## src/rtl/weight_loader.sv

```systemverilog
// Weight-buffer loader: takes a load command, streams DDR beats into the bank groups,
// and advances one buffer address after every GROUPS beats.
module weight_loader #(
    parameter int ADDR_LEN     = 16,
    parameter int DATA_LEN     = 64,
    parameter int DDR_DATA_LEN = 256,
    parameter int BUFFER_NUM   = 32
) (
    input  logic                    clk,
    input  logic                    rst_n,
    input  logic                    cmd_valid,
    output logic                    cmd_ready,
    input  logic [ADDR_LEN-1:0]     cmd_addr,
    input  logic [ADDR_LEN-1:0]     cmd_len,
    input  logic [DDR_DATA_LEN-1:0] ddr_data,
    input  logic                    ddr_valid,
    output logic                    ddr_ready,
    output logic [DDR_DATA_LEN-1:0] data_wr,
    output logic [ADDR_LEN-1:0]     wr_addr,
    output logic [BUFFER_NUM-1:0]   wr_en,
    output logic                    busy,
    output logic                    done
);
    // state | meaning
    // IDLE  | waiting for a command, cmd_ready high
    // LOAD  | accepting DDR beats, ddr_ready high
    // DONE  | one-cycle completion, done high
    localparam logic [1:0] IDLE = 2'd0;
    localparam logic [1:0] LOAD = 2'd1;
    localparam logic [1:0] DONE = 2'd2;

    localparam int LANES  = DDR_DATA_LEN / DATA_LEN;
    localparam int GROUPS = BUFFER_NUM * DATA_LEN / DDR_DATA_LEN;
    localparam int G_W    = (GROUPS > 1) ? $clog2(GROUPS) : 1;
    localparam logic [G_W-1:0] G_LAST = G_W'(GROUPS - 1);

    logic [1:0]          state;
    logic [ADDR_LEN-1:0] addr_cnt;
    logic [ADDR_LEN-1:0] rem_cnt;
    logic [G_W-1:0]      g_cnt;

    assign cmd_ready = (state == IDLE);
    assign ddr_ready = (state == LOAD);
    assign busy      = (state != IDLE);
    assign done      = (state == DONE);

    always_ff @(posedge clk) begin
        if (!rst_n) begin
            state    <= IDLE;
            addr_cnt <= '0;
            rem_cnt  <= '0;
            g_cnt    <= '0;
            data_wr  <= '0;
            wr_addr  <= '0;
            wr_en    <= '0;
        end else begin
            wr_en <= '0;
            case (state)
                IDLE: begin
                    if (cmd_valid) begin
                        addr_cnt <= cmd_addr;
                        rem_cnt  <= cmd_len;
                        g_cnt    <= '0;
                        state    <= (cmd_len == '0) ? DONE : LOAD;
                    end
                end
                LOAD: begin
                    if (ddr_valid) begin
                        data_wr <= ddr_data;
                        wr_addr <= addr_cnt;
                        wr_en[g_cnt*LANES +: LANES] <= '1;
                        // last group of this address: step to the next address
                        if (g_cnt == G_LAST) begin
                            g_cnt    <= '0;
                            addr_cnt <= addr_cnt + ADDR_LEN'(1);
                            rem_cnt  <= rem_cnt - ADDR_LEN'(1);
                            if (rem_cnt == ADDR_LEN'(1))
                                state <= DONE;
                        end else begin
                            g_cnt <= g_cnt + G_W'(1);
                        end
                    end
                end
                DONE:    state <= IDLE;
                default: state <= IDLE;
            endcase
        end
    end
endmodule

```

## config.mk

```make
export PLATFORM = sky130hd
export DESIGN_NAME = weight_loader
export DESIGN_NICKNAME = d
export VERILOG_FILES = /design/src/rtl/weight_loader.sv
export SDC_FILE = /design/constraint.sdc
export NUM_CORES = 1
export LEC_CHECK = 0
export CORE_ASPECT_RATIO = 0.75
export CORE_MARGIN = 2
export CORE_UTILIZATION = 25
export DETAILED_ROUTE_END_ITERATION = 8
export PLACE_DENSITY_LB_ADDON = 0.15
export SLEW_MARGIN = 20
export SYNTH_ARGS = -nofsm -noshare
export SYNTH_HDL_FRONTEND = slang
export SYNTH_SLANG_ARGS = --single-unit
```

## constraint.sdc

```tcl
create_clock -name clk -period 2.3 [get_ports clk]
set_input_delay 0.46 -clock clk [delete_from_list [all_inputs] [get_ports clk]]
set_output_delay 0.46 -clock clk [all_outputs]
set_load 0.02 [all_outputs]
```

---- After elaboration in Yosys (flattened, before gate mapping) ----
Index checks and enable logic that the tools add are counted.
operators by class
  $add $sub $neg .......................... 4
  equality and inequality tests ........... 8
  shifts and indexed selects .............. 2
  muxes and demuxes ....................... 18
  bitwise gates (word level) .............. 1
  reduce and logical (&&, ||, !) cells .... 9
operators with widths
  cell                      number
  $mux 16                   6
  $pmux 16 s2               2
  $neg 5->34                1
  $shift 4x34->32 const A   1
  $shiftx 4x34->32 const A  1
  $and 32x32->32            1
  $add 16x1->16 const B     1
  $eq 16x1->1 const B       1
  $logic_not 16->1          1
  $sub 16x1->16 const B     1
  $mux 2                    5
  $mux 3                    3
  $reduce_and 4->1          2
  $pmux 3 s2                1
  $reduce_and 3->1          2
  $ne 2x1->1 const B        2
  $ne 2x2->1 const B        2
  $pmux 2 s2                1
  $reduce_bool 2->1         2
  $add 3x1->3 const B       1
  $eq 3x3->1 const B        1
  $eq 2x1->1 const B        1
  $eq 2x2->1 const B        1
  $logic_not 2->1           1
  $reduce_and 2->1          1
word-level totals
  bits in registers ....................... 341
  input port bits ......................... 292
  logic and storage cells ................. 49

---- Logic depth before layout (Yosys ltp) ----
Gate-level depths: netlist of run 1.
  depth after elaboration ................. 5
  depth in mapped cells ................... 8
  mapped depth without buffers ............ 6

---- Least setup slack after synthesis of run 1 ----
Ideal clock, no wire load.
  kind .................................... register -> register
  from .................................... register rem_cnt[0]
  to ...................................... register rem_cnt[8]
  arrival time ............................ 1.707 ns
  setup slack ............................. 0.459 ns
  cell stages (with the launch flop) ...... 8
  buffers on the path ..................... 1
  period minus slack after synthesis ...... 1.841 ns
  cells stage by stage .................... dfxtp_1 -> inv_1 -> ha_1 -> or3b_2 -> clkbuf_1 -> o31a_2 -> nor3_1 -> o22ai_1
on the way
  cells in the longest elaborated chain, start to end .. 4
ends and longest elaborated chain
  element                 RTL line  RTL
  from (decl)             39        logic [ADDR_LEN-1:0] rem_cnt;
  from (signal assigned)  62        rem_cnt <= cmd_len;
  from (signal assigned)  76        rem_cnt <= rem_cnt - ADDR_LEN'(1);
  $sub 16x1->16           76
  $mux 16                 73        if (g_cnt == G_LAST) begin
  $mux 16                 68        if (ddr_valid) begin
  $pmux 16 s2             58        case (state)
No other way between the ends. The select of a mux whose other input is x is not followed.
A chain may end at the register's enable or synchronous reset.

==> results of run 1 <==
## path summary, 6_finish.rpt
| kind | cells after the start | slack, ns | from | end |
|---|---|---|---|---|
| hold / removal | 2 | 0.45 | data_wr[30]$_SDFFE_PN0P_ | data_wr[30]$_SDFFE_PN0P_ |
| hold reg to reg | 2 | 0.45 | data_wr[30]$_SDFFE_PN0P_ | data_wr[30]$_SDFFE_PN0P_ |
| setup reg to reg | 6 | 0.32 | rem_cnt[0]$_SDFFE_PN0P_ | rem_cnt[6]$_SDFFE_PN0P_ |
| setup / recovery | 1 | 0.13 | wr_en[11]$_SDFF_PN0_ | wr_en[10] |
## state kept, by name, summed over array words and instances (netlist names)
signal,cells
g_cnt,3
addr_cnt,16
data_wr,256
wr_en,8
state,2
rem_cnt,16
wr_addr,16
## cell families (layout without fill, tap and decap cells)
| family | count (synthesis) | in the layout |
|---|---|---|
| AOI/OAI and AO/OA | 370 | 370 |
| xor gates and xnor gates | 4 | 4 |
| adders and majority gates | 8 | 8 |
| buffers and inverters | 154 | 717 |
| DFF | 317 | 317 |
| muxes | 6 | 6 |
| other | 0 | 3 |
| and+or+nand+nor | 685 | 685 |
## synthesized netlist by cell type, types with 3 or more instances
library cell  count  share of area [%]
nand2_1         563                 17
dfxtp_1         317                 52
a21oi_1         298                 12
clkbuf_1         79                2.4
nor2_1           37                1.1
buf_2            32                1.3
buf_4            24                1.5
o21ai_0          23               0.95
inv_1            13               0.40
nor3_1           13               0.54
nor4_1           13               0.67
nand3_1           9               0.37
ha_1              8               0.83
nand4_1           7               0.36
a311oi_1          5               0.36
nand2b_1          5               0.26
o211ai_1          5               0.31
or3_1             5               0.26
a31oi_1           4               0.21
and3_1            4               0.21
buf_1             4               0.12
o221ai_1          4               0.29
a211oi_1          3               0.19
a41oi_1           3               0.22
mux2_2            3               0.28
mux2i_1           3               0.25
nor2b_1           3               0.15
nor3b_1           3               0.19
nor4_4            3               0.53
o31ai_1           3               0.19
o32ai_1           3               0.22
or2_2             3               0.15
## stage by stage
| stage | setup slack (ns) | instances | instance area [sq um] | total power, mW |
|---|---|---|---|---|
| after floorplan | 0.4593 | 1544 | 12130 | 6.954 |
| after global placement | 0.03402 | 2681 | 18710 | 8.158 |
| after detailed placement | -0.01034 | 2681 | 18710 | 8.172 |
| after CTS | 0.02924 | 2746 | 19870 | 14.05 |
| after global routing | 0.05378 | 2748 | 19880 | 14.47 |
| final | 0.1345 | 2749 | 19880 | 13.82 |
## power groups by stage
stage | Sequential [mW] | Combinational, mW | Clock [mW]
global route | 5.93 | 2.31 | 6.24
detailed placement | 6.02 | 2.16 | 0
CTS | 5.90 | 2.17 | 5.99
global placement | 6.01 | 2.15 | 0
floorplan | 6.22 | 0.736 | 0
finish | 5.90 | 2.15 | 5.77
## layout make-up
cell class                      count  area [sq um]
Clock buffer                       55          1086
Timing Repair Buffer              639          6445
Multi-Input combinational cell   1073          5059
Clock inverter                     10         81.33
Tap cell                          639         799.5
Antenna cell                        3         7.507
Inverter                           13         56.30
Sequential cell                   317          6346
Fill cell                        4766         27780
## per-layer routing
layer  vias to the layer above  global-route usage (%)  part of all wire, %
met5                         -                       0                0.026
met4                         2                   5.374                  2.4
met3                        73                   6.234                  8.3
met2                       442                   31.39                   47
met1                      5707                   23.49                   42
li1                       6191                       -                    -
==> run_results.csv, run 1 <==
group,metric,value,unit
status,outcome,"finished, final reports clean",
power,peakVddDrop,0.0004312,V
clock_tree,post_cts_buffers,0,
critical_path,cp_slowest_stage_delay,0.67,ns
final_layout,layout_commonest_cell,"clkdlybuf4s50_1",
clock_tree,postCtsHoldBufs,0,
final_layout,fin_util,41.72,%
min_path,hp-class,"reg -> reg",
critical_path,worstPathArrival,1.71,ns
power,switchingPower,3.631,mW
die,dieArea,50300,sq um
critical_path,critical_path_required,1.84,ns
global_route,antenna_found_initial,3,
timing,report.final.slew_viol_count,0,
critical_path,worstSetupEndpointType,"output port",
yosys,synth.mux.area_fraction,0.5263,%
global_route,grt-ovfl-total,0,
clock_tree,clk_path_buf_depth,3,
critical_path,critical_path_class,"reg -> out",
yosys,synth-xor-area-share,0.2889,%
power,power_density,695.0,nW/um^2
critical_path,path_buf_inv,1,
drt,antenna_left,0,
yosys,synthAdderAreaFrac,0.8255,%
die,pin_count,600,
critical_path,path_cells,"clkdlybuf4s50_1",
placed_design,routabilityCongestion,0.8370,
critical_path,cp_top_family,"buffers and inverters",
power,pwr-share-seq,42.7,%
yosys,yosysWarnings,0,
yosys,synth_top_family_by_area,"simple AND/OR/NAND/NOR gates",
timing,worstMarginPinSlew,0.6621,ns
timing,fmax,0.4618,GHz
yosys,synth_edf_count,0,
yosys,ys.flop_type,"dfxtp_1",
power,p_int,10.19,mW
global_route,grt_max_degree,110,
clock_tree,path_clk_slew,0.06,ns
critical_path,crit_fanout,4,
yosys,syn_nets,1844,
timing,setup_tns,0,ns
yosys,ys_types,58,
placed_design,port_buffers,599,
yosys,seq_area_frac_synth,52.34,%
final_layout,syn_to_final_growth,63.96,%
yosys,async_flop_share,0,%
drt,post-route-drc-count,0,
timing,hold_violations,0,
power,p_sw_share,26.27,%
clock_tree,cts.sinks,317,
yosys,synth-compound-area-share,16.64,%
die,rows,69,
timing,fin_crit,2.165,ns
placed_design,dp.final_hpwl,35950,um
timing,relSlewSlack,55.45,%
timing,rsz0062_at_grt,"false",
clock_tree,cts_tree,"built",
timing,whs,0.4519,ns
timing,finalCritPeriodShare,94.15,%
critical_path,critPathLaunchType,"flop",
yosys,synthSimpleGateAreaFrac,23.41,%
critical_path,cp_slowest_cell,"clkdlybuf4s50_1",
yosys,netlist_instances,1544,
die,die_x,258.3,um
final_layout,drive_gt1_share,5.316,%
timing,setup_viol,0,
power,p_comb_share,15.5,%
final_layout,nNetsFinal,2381,
final_layout,final_cell_mix,"595 x clkdlybuf4s50_1, 563 x nand2_1, 317 x dfxtp_1",
die,core,47660,sq um
drt,first_iter_violations,895,
clock_tree,cts_resized,3,
die,die_h,194.7,um
power,p_leak,6.937,nW
global_route,grt_pass1_wl,74200,um
yosys,synth_area,12130,sq um
drt,via_per_inst,4.516,
clock_tree,cts_buffers,37,
drt,vias,12420,
drt,dr.pass1.iters,5,
flow_run,maxCapViolations,0,
drt,wirelength,49820,um
die,initial_core_util,25.44,%
drt,wl_per_cell,18.12,um
timing,finClkSkew,0.01288,ns
global_route,grt_pass1_vias,12020,
yosys,syn_area_per_cell,7.853,sq um
yosys,synth-seq-cells,317,
clock_tree,clk_latency,0.54,ns
clock_tree,clockRootBuffer,"clkbuf_16",
clock_tree,h-tree-depth,2,
global_route,grt_usage,18.97,%
power,power_frac_clock,41.8,%
Note: power is estimated with default switching activity, not from simulation.
==> run 2, diff against run 1 <==
Settings changed: CAP_MARGIN set to 20, CTS_BUF_LIST set to sky130_fd_sc_hd__clkbuf_8.
==> run 2 against run 1 <==
Register-to-register slack is essentially flat. Wire length grew 0.76%. Fmax shrank 2.9%. First-iteration DRC count shrank 3.5%. Setup slack lost 0.066 ns. Clock power shrank 8.8%. Non-clock buffer count is the same. Sequential cell count is the same. Final area shrank 0.26%. Clock skew is essentially flat. Largest cell class unchanged.
==> run_results.csv, run 2 (synthesis gave the netlist of run 1 again) <==
group,metric,value,unit
critical_path,path_buf_inv,1,
final_layout,final_cell_mix,"589 x clkdlybuf4s50_1, 563 x nand2_1, 316 x dfxtp_1",
status,outcome,"finished, final reports clean",
timing,whs,0.3677,ns
final_layout,drive_gt1_share,6.533,%
power,p_int,9.601,mW
power,p_sw_share,27.85,%
die,pin_count,600,
power,p_comb_share,16.1,%
critical_path,cp_slowest_stage_delay,0.66,ns
drt,wirelength,50200,um
drt,dr.pass1.iters,5,
critical_path,worstSetupEndpointType,"output port",
clock_tree,clockRootBuffer,"clkbuf_8",
critical_path,crit_fanout,4,
drt,first_iter_violations,864,
timing,fin_crit,2.231,ns
drt,via_per_inst,4.492,
clock_tree,cts_buffers,57,
critical_path,cp_slowest_cell,"clkdlybuf4s50_1",
critical_path,critical_path_required,1.84,ns
final_layout,syn_to_final_growth,63.52,%
clock_tree,h-tree-depth,2,
timing,finalCritPeriodShare,97.00,%
final_layout,fillers,4804,
clock_tree,clk_path_buf_depth,3,
clock_tree,cts.sinks,317,
placed_design,dp_slack,-0.01034,ns
placed_design,port_buffers,599,
die,die_h,194.7,um
die,rows,69,
timing,relSlewSlack,55.03,%
global_route,antenna_found_initial,4,
final_layout,top_register,"data_wr",
critical_path,critical_path_class,"reg -> out",
power,total_power,13.31,mW
placed_design,dp.final_hpwl,35950,um
timing,report.final.slew_viol_count,0,
final_layout,layout_commonest_cell,"clkdlybuf4s50_1",
timing,setup_viol,0,
global_route,grt_pass1_wl,74660,um
critical_path,critPathLaunchType,"flop",
timing,fmax,0.4482,GHz
drt,vias,12520,
clock_tree,clk_latency,0.63,ns
timing,worstMarginPinSlew,0.6746,ns
timing,setup_tns,0,ns
clock_tree,cts_tree,"built",
power,power_density,671.2,nW/um^2
clock_tree,cts_resized,9,
critical_path,worstPathArrival,1.77,ns
critical_path,path_cells,"clkdlybuf4s50_1",
timing,hold_violations,0,
global_route,grt-ovfl-total,0,
min_path,hp-class,"in -> reg",
power,pwr-share-seq,44.3,%
critical_path,cp_top_family,"buffers and inverters",
global_route,grt_usage,19.07,%
flow_run,maxCapViolations,0,
final_layout,multi_input_area,5059,sq um
final_layout,nNetsFinal,2401,
clock_tree,path_clk_slew,0.06,ns
power,switchingPower,3.706,mW
placed_design,routabilityCongestion,0.8370,
power,p_leak,7.056,nW
timing,finalWorstSetupSlack,0.06897,ns
placed_design,place_area,18710,sq um
power,power_frac_clock,39.5,%
timing,finClkSkew,0.01252,ns
die,die_x,258.3,um
final_layout,fin_area,19830,sq um
final_layout,largest_register_ffs,256,
global_route,grt_max_degree,110,
drt,post-route-drc-count,0,
clock_tree,post_cts_buffers,0,
final_layout,ff_latch_area,6347,sq um
drt,wl_per_cell,18.02,um
clock_tree,postCtsHoldBufs,0,
die,dieArea,50300,sq um
power,peakVddDrop,0.0004026,V
global_route,grt_pass1_vias,12200,
drt,antenna_left,0,
die,core,47660,sq um
die,initial_core_util,25.44,%
run 2: cell types whose count changed in the layout (fill, tap and decap cells not counted), sizes merged:
cell	before	now
bufinv	1	0
diode	3	4
clkdlybuf4s50	595	589
clkinvlp	1	2
dlymetal6s2s	1	2
inv	14	35
clkinv	7	5
clkbuf	55	73
dlygate4sd2	3	7
run 2: final timing paths:
path / endpoint / slack (ns) / cells after the start / start
setup / recovery: wr_en[0] / 0.07 / 1 / wr_en[3]$_SDFF_PN0_
hold / removal: data_wr[105]$_SDFFE_PN0P_ / 0.37 / 3 / ddr_data[105]
setup reg to reg: rem_cnt[6]$_SDFFE_PN0P_ / 0.32 / 6 / rem_cnt[0]$_SDFFE_PN0P_
hold reg to reg: data_wr[117]$_SDFFE_PN0P_ / 0.45 / 2 / data_wr[117]$_SDFFE_PN0P_
run 2: cell type report:
class	instances	area share, %
antenna	4	0.05048
clock buffer	72	4.998
clock inverter	29	0.6437
inverter	13	0.2840
multi-input combinational	1073	25.51
sequential	317	32.01
tap	639	4.032
timing repair buffer	639	32.47
run 2: metal layers:
layer	global-route usage [%]	up-vias	wire, um
met1	23.37	5763	21010
met4	6.123	2	1214
met2	31.42	443	23740
li1	-	6229	-
met3	6.416	79	4215
met5	0	-	12
run 2: power by group through the flow:
stage | logic, mW | registers (mW) | clock network [mW]
floorplan | 0.736 | 6.22 | 0
global placement | 2.15 | 6.01 | 0
detailed placement | 2.16 | 6.02 | 0
CTS | 2.16 | 5.90 | 5.46
global route | 2.31 | 5.93 | 5.73
finish | 2.15 | 5.90 | 5.26
run 2: stage by stage:
| step | instances | util [%] |
|---|---|---|
| final | 2786 | 41.61 |
| after global routing | 2785 | 41.60 |
| after CTS | 2782 | 41.58 |
| after detailed placement | 2681 | 39.25 |
| after global placement | 2681 | 39.25 |
| after floorplan | 1544 | - |
